`config.mk`:
```
export PLATFORM = sky130hd
export DESIGN_NAME = alu_exec_unit_flat
export DESIGN_NICKNAME = d
export VERILOG_FILES = /design/src/rtl/alu_exec_unit_if.sv /design/src/rtl/alu_exec_unit.sv /design/src/flat_wrapper.sv
export SDC_FILE = /design/constraint.sdc
export NUM_CORES = 1
export LEC_CHECK = 0
export CAP_MARGIN = 20
export CORE_MARGIN = 2
export CORE_UTILIZATION = 32
export DETAILED_ROUTE_END_ITERATION = 10
export DONT_BUFFER_PORTS = 1
export HOLD_SLACK_MARGIN = 0.08
export PLACE_DENSITY = 0.54
export SLEW_MARGIN = 20
export SYNTH_ARGS = -nofsm -noshare
export SYNTH_HDL_FRONTEND = slang
export SYNTH_SLANG_ARGS = --single-unit
```
`constraint.sdc`:
```
create_clock -name clk_i -period 3.2 [get_ports clk_i]
set_input_delay 0.64 -clock clk_i [delete_from_list [all_inputs] [get_ports clk_i]]
set_output_delay 0.64 -clock clk_i [all_outputs]
set_load 0.01 [all_outputs]
```
`src/rtl/alu_exec_unit_if.sv`:
```
// rtl/alu_exec_unit_if.sv - request/result bundle between the EX stage and the execute unit
interface alu_exec_if #(
  parameter int WIDTH = 32
);
  logic             start_i;
  logic [2:0]       ctrl_i;
  logic [WIDTH-1:0] data1_i;
  logic [WIDTH-1:0] data2_i;
  logic             abort_i;
  logic             busy_o;
  logic             done_o;
  logic [WIDTH-1:0] data_o;
  logic             zero_o;

  modport master (
    output start_i, ctrl_i, data1_i, data2_i, abort_i,
    input  busy_o, done_o, data_o, zero_o
  );

  modport slave (
    input  start_i, ctrl_i, data1_i, data2_i, abort_i,
    output busy_o, done_o, data_o, zero_o
  );
endinterface

```
`src/rtl/alu_exec_unit.sv`:
```
// rtl/alu_exec_unit.sv - EX-stage ALU: single-cycle ops plus a WIDTH-iteration shift-add multiply
module alu_exec_unit #(
  parameter int WIDTH = 32
) (
  input  logic       clk_i,
  input  logic       rst_i,
  alu_exec_if.slave  bus
);
  localparam int CW = $clog2(WIDTH);
  localparam logic [CW-1:0] LAST = CW'(WIDTH - 1);

  typedef enum logic {IDLE, MUL} state_e;

  state_e           state_q, state_d;
  logic [CW-1:0]    cnt_q, cnt_d;
  logic [WIDTH-1:0] mcand_q, mcand_d;
  logic [WIDTH-1:0] mplr_q, mplr_d;
  logic [WIDTH-1:0] acc_q, acc_d;
  logic [WIDTH-1:0] data_q, data_d;
  logic             done_q, done_d;
  logic             zero_q, zero_d;

  logic [WIDTH-1:0] alu_res;
  logic [WIDTH-1:0] acc_next;
  logic [CW-1:0]    shamt;

  assign shamt = bus.data2_i[CW-1:0];

  always_comb begin
    alu_res = '0;
    case (bus.ctrl_i)
      3'b000: alu_res = bus.data1_i & bus.data2_i;
      3'b001: alu_res = bus.data1_i ^ bus.data2_i;
      3'b010: alu_res = bus.data1_i + bus.data2_i;
      3'b011: alu_res = bus.data1_i << shamt;
      3'b100: alu_res = $signed(bus.data1_i) >>> shamt;
      3'b101: alu_res = bus.data1_i + bus.data2_i;
      3'b110: alu_res = bus.data1_i - bus.data2_i;
      3'b111: alu_res = '0;
      default: alu_res = '0;
    endcase
  end

  assign acc_next = acc_q + (mplr_q[0] ? mcand_q : '0);

  always_comb begin
    state_d = state_q;
    cnt_d   = cnt_q;
    mcand_d = mcand_q;
    mplr_d  = mplr_q;
    acc_d   = acc_q;
    data_d  = data_q;
    zero_d  = zero_q;
    done_d  = 1'b0;
    if (bus.abort_i) begin
      // Flush wins over any request presented in the same cycle.
      state_d = IDLE;
      cnt_d   = '0;
    end else begin
      case (state_q)
        IDLE: begin
          if (bus.start_i) begin
            if (bus.ctrl_i == 3'b111) begin
              state_d = MUL;
              cnt_d   = '0;
              acc_d   = '0;
              mcand_d = bus.data1_i;
              mplr_d  = bus.data2_i;
            end else begin
              data_d = alu_res;
              zero_d = (alu_res == '0);
              done_d = 1'b1;
            end
          end
        end
        MUL: begin
          acc_d   = acc_next;
          mcand_d = mcand_q << 1;
          mplr_d  = mplr_q >> 1;
          cnt_d   = cnt_q + 1'b1;
          // The last iteration's partial sum goes straight to the result register.
          if (cnt_q == LAST) begin
            data_d  = acc_next;
            zero_d  = (acc_next == '0);
            done_d  = 1'b1;
            state_d = IDLE;
            cnt_d   = '0;
          end
        end
        default: state_d = IDLE;
      endcase
    end
  end

  always_ff @(posedge clk_i or negedge rst_i) begin
    if (!rst_i) begin
      state_q <= IDLE;
      cnt_q   <= '0;
      mcand_q <= '0;
      mplr_q  <= '0;
      acc_q   <= '0;
      data_q  <= '0;
      done_q  <= 1'b0;
      zero_q  <= 1'b1;
    end else begin
      state_q <= state_d;
      cnt_q   <= cnt_d;
      mcand_q <= mcand_d;
      mplr_q  <= mplr_d;
      acc_q   <= acc_d;
      data_q  <= data_d;
      done_q  <= done_d;
      zero_q  <= zero_d;
    end
  end

  assign bus.busy_o = (state_q == MUL);
  assign bus.done_o = done_q;
  assign bus.data_o = data_q;
  assign bus.zero_o = zero_q;
endmodule

```
`src/flat_wrapper.sv`:
```
// flat-port wrapper written by rule: the top's interface ports become plain ports
module alu_exec_unit_flat 
#(
  parameter int WIDTH = 32
)
  (clk_i, rst_i, bus_start_i, bus_ctrl_i, bus_data1_i, bus_data2_i, bus_abort_i, bus_busy_o, bus_done_o, bus_data_o, bus_zero_o);
  alu_exec_if #(.WIDTH(WIDTH)) bus_i ();
  input  logic clk_i;
  input  logic rst_i;
  input wire logic [$bits(bus_i.start_i)-1:0] bus_start_i;
  input wire logic [$bits(bus_i.ctrl_i)-1:0] bus_ctrl_i;
  input wire logic [$bits(bus_i.data1_i)-1:0] bus_data1_i;
  input wire logic [$bits(bus_i.data2_i)-1:0] bus_data2_i;
  input wire logic [$bits(bus_i.abort_i)-1:0] bus_abort_i;
  output wire logic [$bits(bus_i.busy_o)-1:0] bus_busy_o;
  output wire logic [$bits(bus_i.done_o)-1:0] bus_done_o;
  output wire logic [$bits(bus_i.data_o)-1:0] bus_data_o;
  output wire logic [$bits(bus_i.zero_o)-1:0] bus_zero_o;
  assign bus_i.start_i = bus_start_i;
  assign bus_i.ctrl_i = bus_ctrl_i;
  assign bus_i.data1_i = bus_data1_i;
  assign bus_i.data2_i = bus_data2_i;
  assign bus_i.abort_i = bus_abort_i;
  assign bus_busy_o = bus_i.busy_o;
  assign bus_done_o = bus_i.done_o;
  assign bus_data_o = bus_i.data_o;
  assign bus_zero_o = bus_i.zero_o;
  alu_exec_unit #(.WIDTH(WIDTH)) u_core (.clk_i(clk_i), .rst_i(rst_i), .bus(bus_i));
endmodule
```
# == After elaboration in Yosys (flattened, before gate mapping) ==
# Cells that the tools add are included.
# W data, S select, Z words.
# word_totals
wordCells,73
input_bits,71
out_inout_bits,35
reg_bits,136
# op_classes
n_reduce_logical,7
eq_ne,14
n_mux,34
bitwise,4
n_addsub,4
shifts,2
# op_table
cell,n
$mux W32,10
$pmux W32 S2,4
$pmux W32 S7,1
$add A32 B32 Y32,2
$logic_not A32 Y1,2
$and A32 B32 Y32,1
$shl A32 B5 Y32,1
$sshr A32 B5 Y32,1
$sub A32 B32 Y32,1
$xor A32 B32 Y32,1
$mux W5,4
$eq A3 B3 Y1 const B,4
$mux W1,11
$pmux W5 S2,1
$eq A3 B2 Y1 const B,2
$ne A2 B2 Y1 const B,3
$pmux W1 S2,3
$add A5 B1 Y5 const B,1
$eq A5 B5 Y1 const B,1
$reduce_and A4 Y1,1
$eq A3 B1 Y1 const B,1
$logic_not A3 Y1,1
$ne A3 B2 Y1 const B,1
$ne A3 B3 Y1 const B,1
5 further kinds,6

# == Depth between registers and ports, before layout ==
# logic_depth
word_depth,7
ltp_mapped,24
depth_no_buf,19

# == Least setup slack after synthesis ==
# OpenSTA, ideal clock, no wires.
# synth_timing
kind,in2reg
from,input bus_data2_i[2]
to,register u_core.zero_q (netlist: u_core.bus.zero_o)
required_time_ns,3.139
t_arrival_ns,5.237
setup_ns,0.061
n_path_buf,5
slack_ns,-2.099
cell_stages,20
cell_sequence,buf_2 inv_1 buf_2 buf_2 buf_1 nand2_1 or4_1 o31ai_1 xor2_1 ha_1 clkbuf_1 o211ai_1 a311oi_1 a21bo_2 and2_0 a31o_2 or4_1 nor4b_2 nand4b_1 nand2_1
# synth_between
elab_chain_cells,6
elab_cells_between_ends,11
cone_classes,add/sub (2); shift (2); mux (4); bitwise (2); reduce/logical (1)
# synth_rtl
element,line,rtl
start: declaration,flat_wrapper.sv:13,input wire logic [$bits(bus_i.data2_i)-1:0] bus_data2_i;
"$sub A32 B32 Y32, or another cell as far along",alu_exec_unit.sv:38,3'b110: alu_res = bus.data1_i - bus.data2_i;
$pmux W32 S7 *,alu_exec_unit.sv:31,case (bus.ctrl_i)
$logic_not A32 Y1 *,alu_exec_unit.sv:71,zero_d = (alu_res == '0);
$mux W1 *,alu_exec_unit.sv:63,if (bus.ctrl_i == 3'b111) begin
$mux W1 *,alu_exec_unit.sv:62,if (bus.start_i) begin
$pmux W1 S2 *,alu_exec_unit.sv:60,case (state_q)
end signal: assignment,alu_exec_unit.sv:113,zero_q <= zero_d;
end: declaration,alu_exec_unit.sv:21,"logic zero_q, zero_d;"
# Every way passes the cells marked *; elsewhere a longest branch is shown, timed or not. The select of a mux whose other input is x is not followed.
# A chain may end at the register's enable or synchronous reset.

# == Final worst setup path ==
# layout_timing
from,input bus_data2_i[0]
to,register u_core.zero_q (netlist: u_core.bus.zero_o)
# Same word-level chain as after synthesis.

==> impl_metrics.toml <==
[run_status]
outcome = "complete, but fails checks"
violations = "hold timing, setup timing"

[grt]
grt_first_pass_wirelength_um = 116000
grt_pass1_vias = 17828
grt_start_max_net_pins = 137
grtUsageTotal_pct = 31.1
antenna_found_initial = 5
grt-ovfl-total = 0

[placed_design]
dp_hpwl_um = 60800
place.gp.congestion = 1.03
io_buffers = 0
placed_cell_area_um2 = 20100
pre_cts_ws_ns = -1.54

[yosys]
synthArstFlopShare_pct = 100
ys_seq_elements = 136
synth_edf_count = 0
yosysWarnings = 0
synth-main-ff-cell = "dfrtp_1"
syn_area_um2 = 15900
seq_area_frac_synth_pct = 21.4
synth_cell_types = 92
synthCells = 1935
syn_avg_cell_area_um2 = 8.22
syn-num-nets = 2106

[timing]
hold_viol = 135
rsz0062_at_grt = "true"
hold_slack_ns = -0.144
period_share_pct = 126
worstMarginPinSlew_ns = 1.15
fmax_ghz = 0.248
fin_ws_ns = -0.831
skew_ns = 0.0146
setup_viol = 23
maxSlewViolCount = 0
period_needed_ns = 4.03
max_slew_margin_pct = 23.2
setup_tns_ns = -10.28

[finish]
final_cell_mix = "buf_4 (498), nand2_1 (231), o21ai_0 (141)"
final_common_cell = "buf_4"
area_growth_syn_to_layout_pct = 40.2
drive_above_1_share_pct = 36.9
nNetsFinal = 2523
final_area_um2 = 22300

[clocking]
cts.sinks = 136
path_clk_slew_ns = 0.06
cts_max_path_buffers = 2
insertion_delay_ns = 0.48
cts_tree = "done"
clockRootBuffer = "clkbuf_16"
cts-htree-levels = 4
numCtsBuffers = 17

[routing]
ant_nets = 0
drt_iter0_markers = 1595
wire_per_inst_um = 26.3
vias_per_cell = 5.90
drcViolationCount = 0
firstDrtPassIters = 5
dr_total_vias = 17900
wl_um = 79600

[power]
power_density_nw_per_um2 = 432
p_leak_nw = 9.69
max-vdd-ir-drop_mv = 0.379
total_power_mw = 9.63

[worst_setup_path]
worst_setup_path_start_kind = "primary input"
critical_path_peak_fanout = 78
cp.required_ns = 3.62
endpoint_kind = "flop"
critPathKind = "in -> reg"
arrival_ns = 4.45

[floorplan]
die_h_um = 227
start_util_pct = 32.5
core.rowCount = 81
core_um2 = 49000
die_w_um = 227
top_level_ports = 106
dieArea_um2 = 51500

[hold_path]
hold_class = "in -> async"

[run]
cap_violations = 0
## flip-flops by register name (all words and copies together), names as in the netlist
name and count:
u_core.bus.done_o 1, u_core.mplr_q 32, u_core.bus.data_o 32, u_core.bus.busy_o 1
u_core.acc_q 32, u_core.mcand_q 32, u_core.cnt_q 5, u_core.bus.zero_o 1
## cell type report
| cell class | instances | area [um^2] |
|---|---|---|
| clock inverter | 12 | 106 |
| multi-input combinational | 1623 | 13100 |
| inverter | 39 | 161 |
| fill | 4836 | 26700 |
| timing repair buffer | 535 | 4210 |
| clock buffer | 20 | 457 |
| sequential | 136 | 3410 |
| antenna | 3 | 7.51 |
| tap | 664 | 831 |
## stage by stage
step / utilization [%] / std cells
2_1_floorplan: - / 1935
3_3_place_gp: 41.1 / 2959
3_5_place_dp: 41.1 / 2959
4_1_cts: 44.3 / 3014
5_1_grt: 45.5 / 3029
6_report: 45.6 / 3032
## layer usage
metal	GRT usage (%)	part of all wire [%]	up-vias
li1	-	-	8187
met1	39.5	42	8825
met5	0	0.018	-
met3	6.98	7.6	172
met4	15.5	5.0	2
met2	49.6	45	714
## cell families (layout without fill, tap and decap cells)
kind of cell | Yosys count | count (layout) | synth area share (%)
mux | 204 | 204 | 17.2
fa+ha+maj | 100 | 100 | 7.96
simple gates | 611 | 611 | 18.3
flops | 136 | 136 | 21.4
buf+inv | 176 | 606 | 4.76
xor+xnor | 61 | 61 | 3.36
compound gates | 647 | 647 | 27.0
other cells | 0 | 3 | 0
## synth_stat cells, types with 7 or more instances
cell type	instances	share of area (%)
nand3_1	33	1.0
nor3_1	37	1.2
a22oi_1	7	0.33
nand2b_1	14	0.55
mux2i_1	123	7.7
o211ai_1	35	1.7
nor2b_1	8	0.31
ha_1	98	7.7
o2111ai_1	10	0.55
a21o_1	37	1.7
nor4_1	11	0.43
o21ai_1	10	0.31
dfrtp_1	135	21
and4_1	7	0.39
a211oi_1	28	1.3
a22o_1	26	1.4
o22ai_1	18	0.71
and2_1	40	1.6
a221oi_1	10	0.55
or3_1	7	0.28
o21ai_0	182	5.7
or2_2	16	0.63
nand4_1	11	0.43
buf_1	16	0.38
mux4_2	52	7.4
a2111oi_0	12	0.66
a211o_1	8	0.44
and3_1	24	0.94
clkbuf_1	100	2.4
a31oi_1	15	0.59
buf_2	12	0.38
nor2_1	133	3.1
mux2_2	21	1.5
nand2_1	236	5.6
o311ai_0	7	0.39
inv_1	35	0.83
o31ai_1	12	0.57
o21a_1	25	1.2
o221ai_1	8	0.44
xnor2_1	40	2.2
xor2_1	21	1.2
a21oi_1	117	3.7
## what timing repair did
item                                   in CTS  in global routing
endpoints found under the hold margin     136                135
gates resized for setup                   177                115
buffers inserted                           33                 24
setup endpoints to repair                  35                 34
pin swaps                                  72                 65
## final timing paths
| kind | cells past startpoint | from | slack, ns | endpoint |
|---|---|---|---|---|
| min in group clk_i | 1 | bus_abort_i | 0.21 | u_core.bus.busy_o |
| max in group asynchronous | 0 | rst_i | 2.94 | u_core.bus.data_o[27] |
| setup / recovery | 17 | bus_data2_i[0] | -0.83 | u_core.bus.zero_o |
| setup reg to reg | 17 | u_core.mplr_q[0] | -0.54 | u_core.bus.zero_o |
| hold reg to reg | 2 | u_core.mplr_q[3] | 0.48 | u_core.mplr_q[3] |
| hold / removal | 0 | rst_i | -0.14 | u_core.mplr_q[16] |
## critical path, cell delays in order
cell and delay, ns:
clkinv_8 0.07, ha_4 0.13, nand2_4 0.06, or4_4 0.58, o41ai_4 0.23, xor2_1 0.12
ha_1 0.37, o21a_1 0.16, o211ai_1 0.13, a311oi_1 0.29, a21bo_2 0.30, and2_4 0.17
a31o_4 0.22, or4_4 0.48, nor4b_2 0.25, nand4b_1 0.13, nand2_1 0.08
## report_power, final
part | total, mW | internal, mW | leakage (nW) | switching (mW)
Clock | 1.94 | 1.05 | 0.275 | 0.886
Sequential | 2.46 | 2.12 | 1.75 | 0.337
Combinational | 5.23 | 2.66 | 7.67 | 2.57
Power figures use the tool's default switching activity.
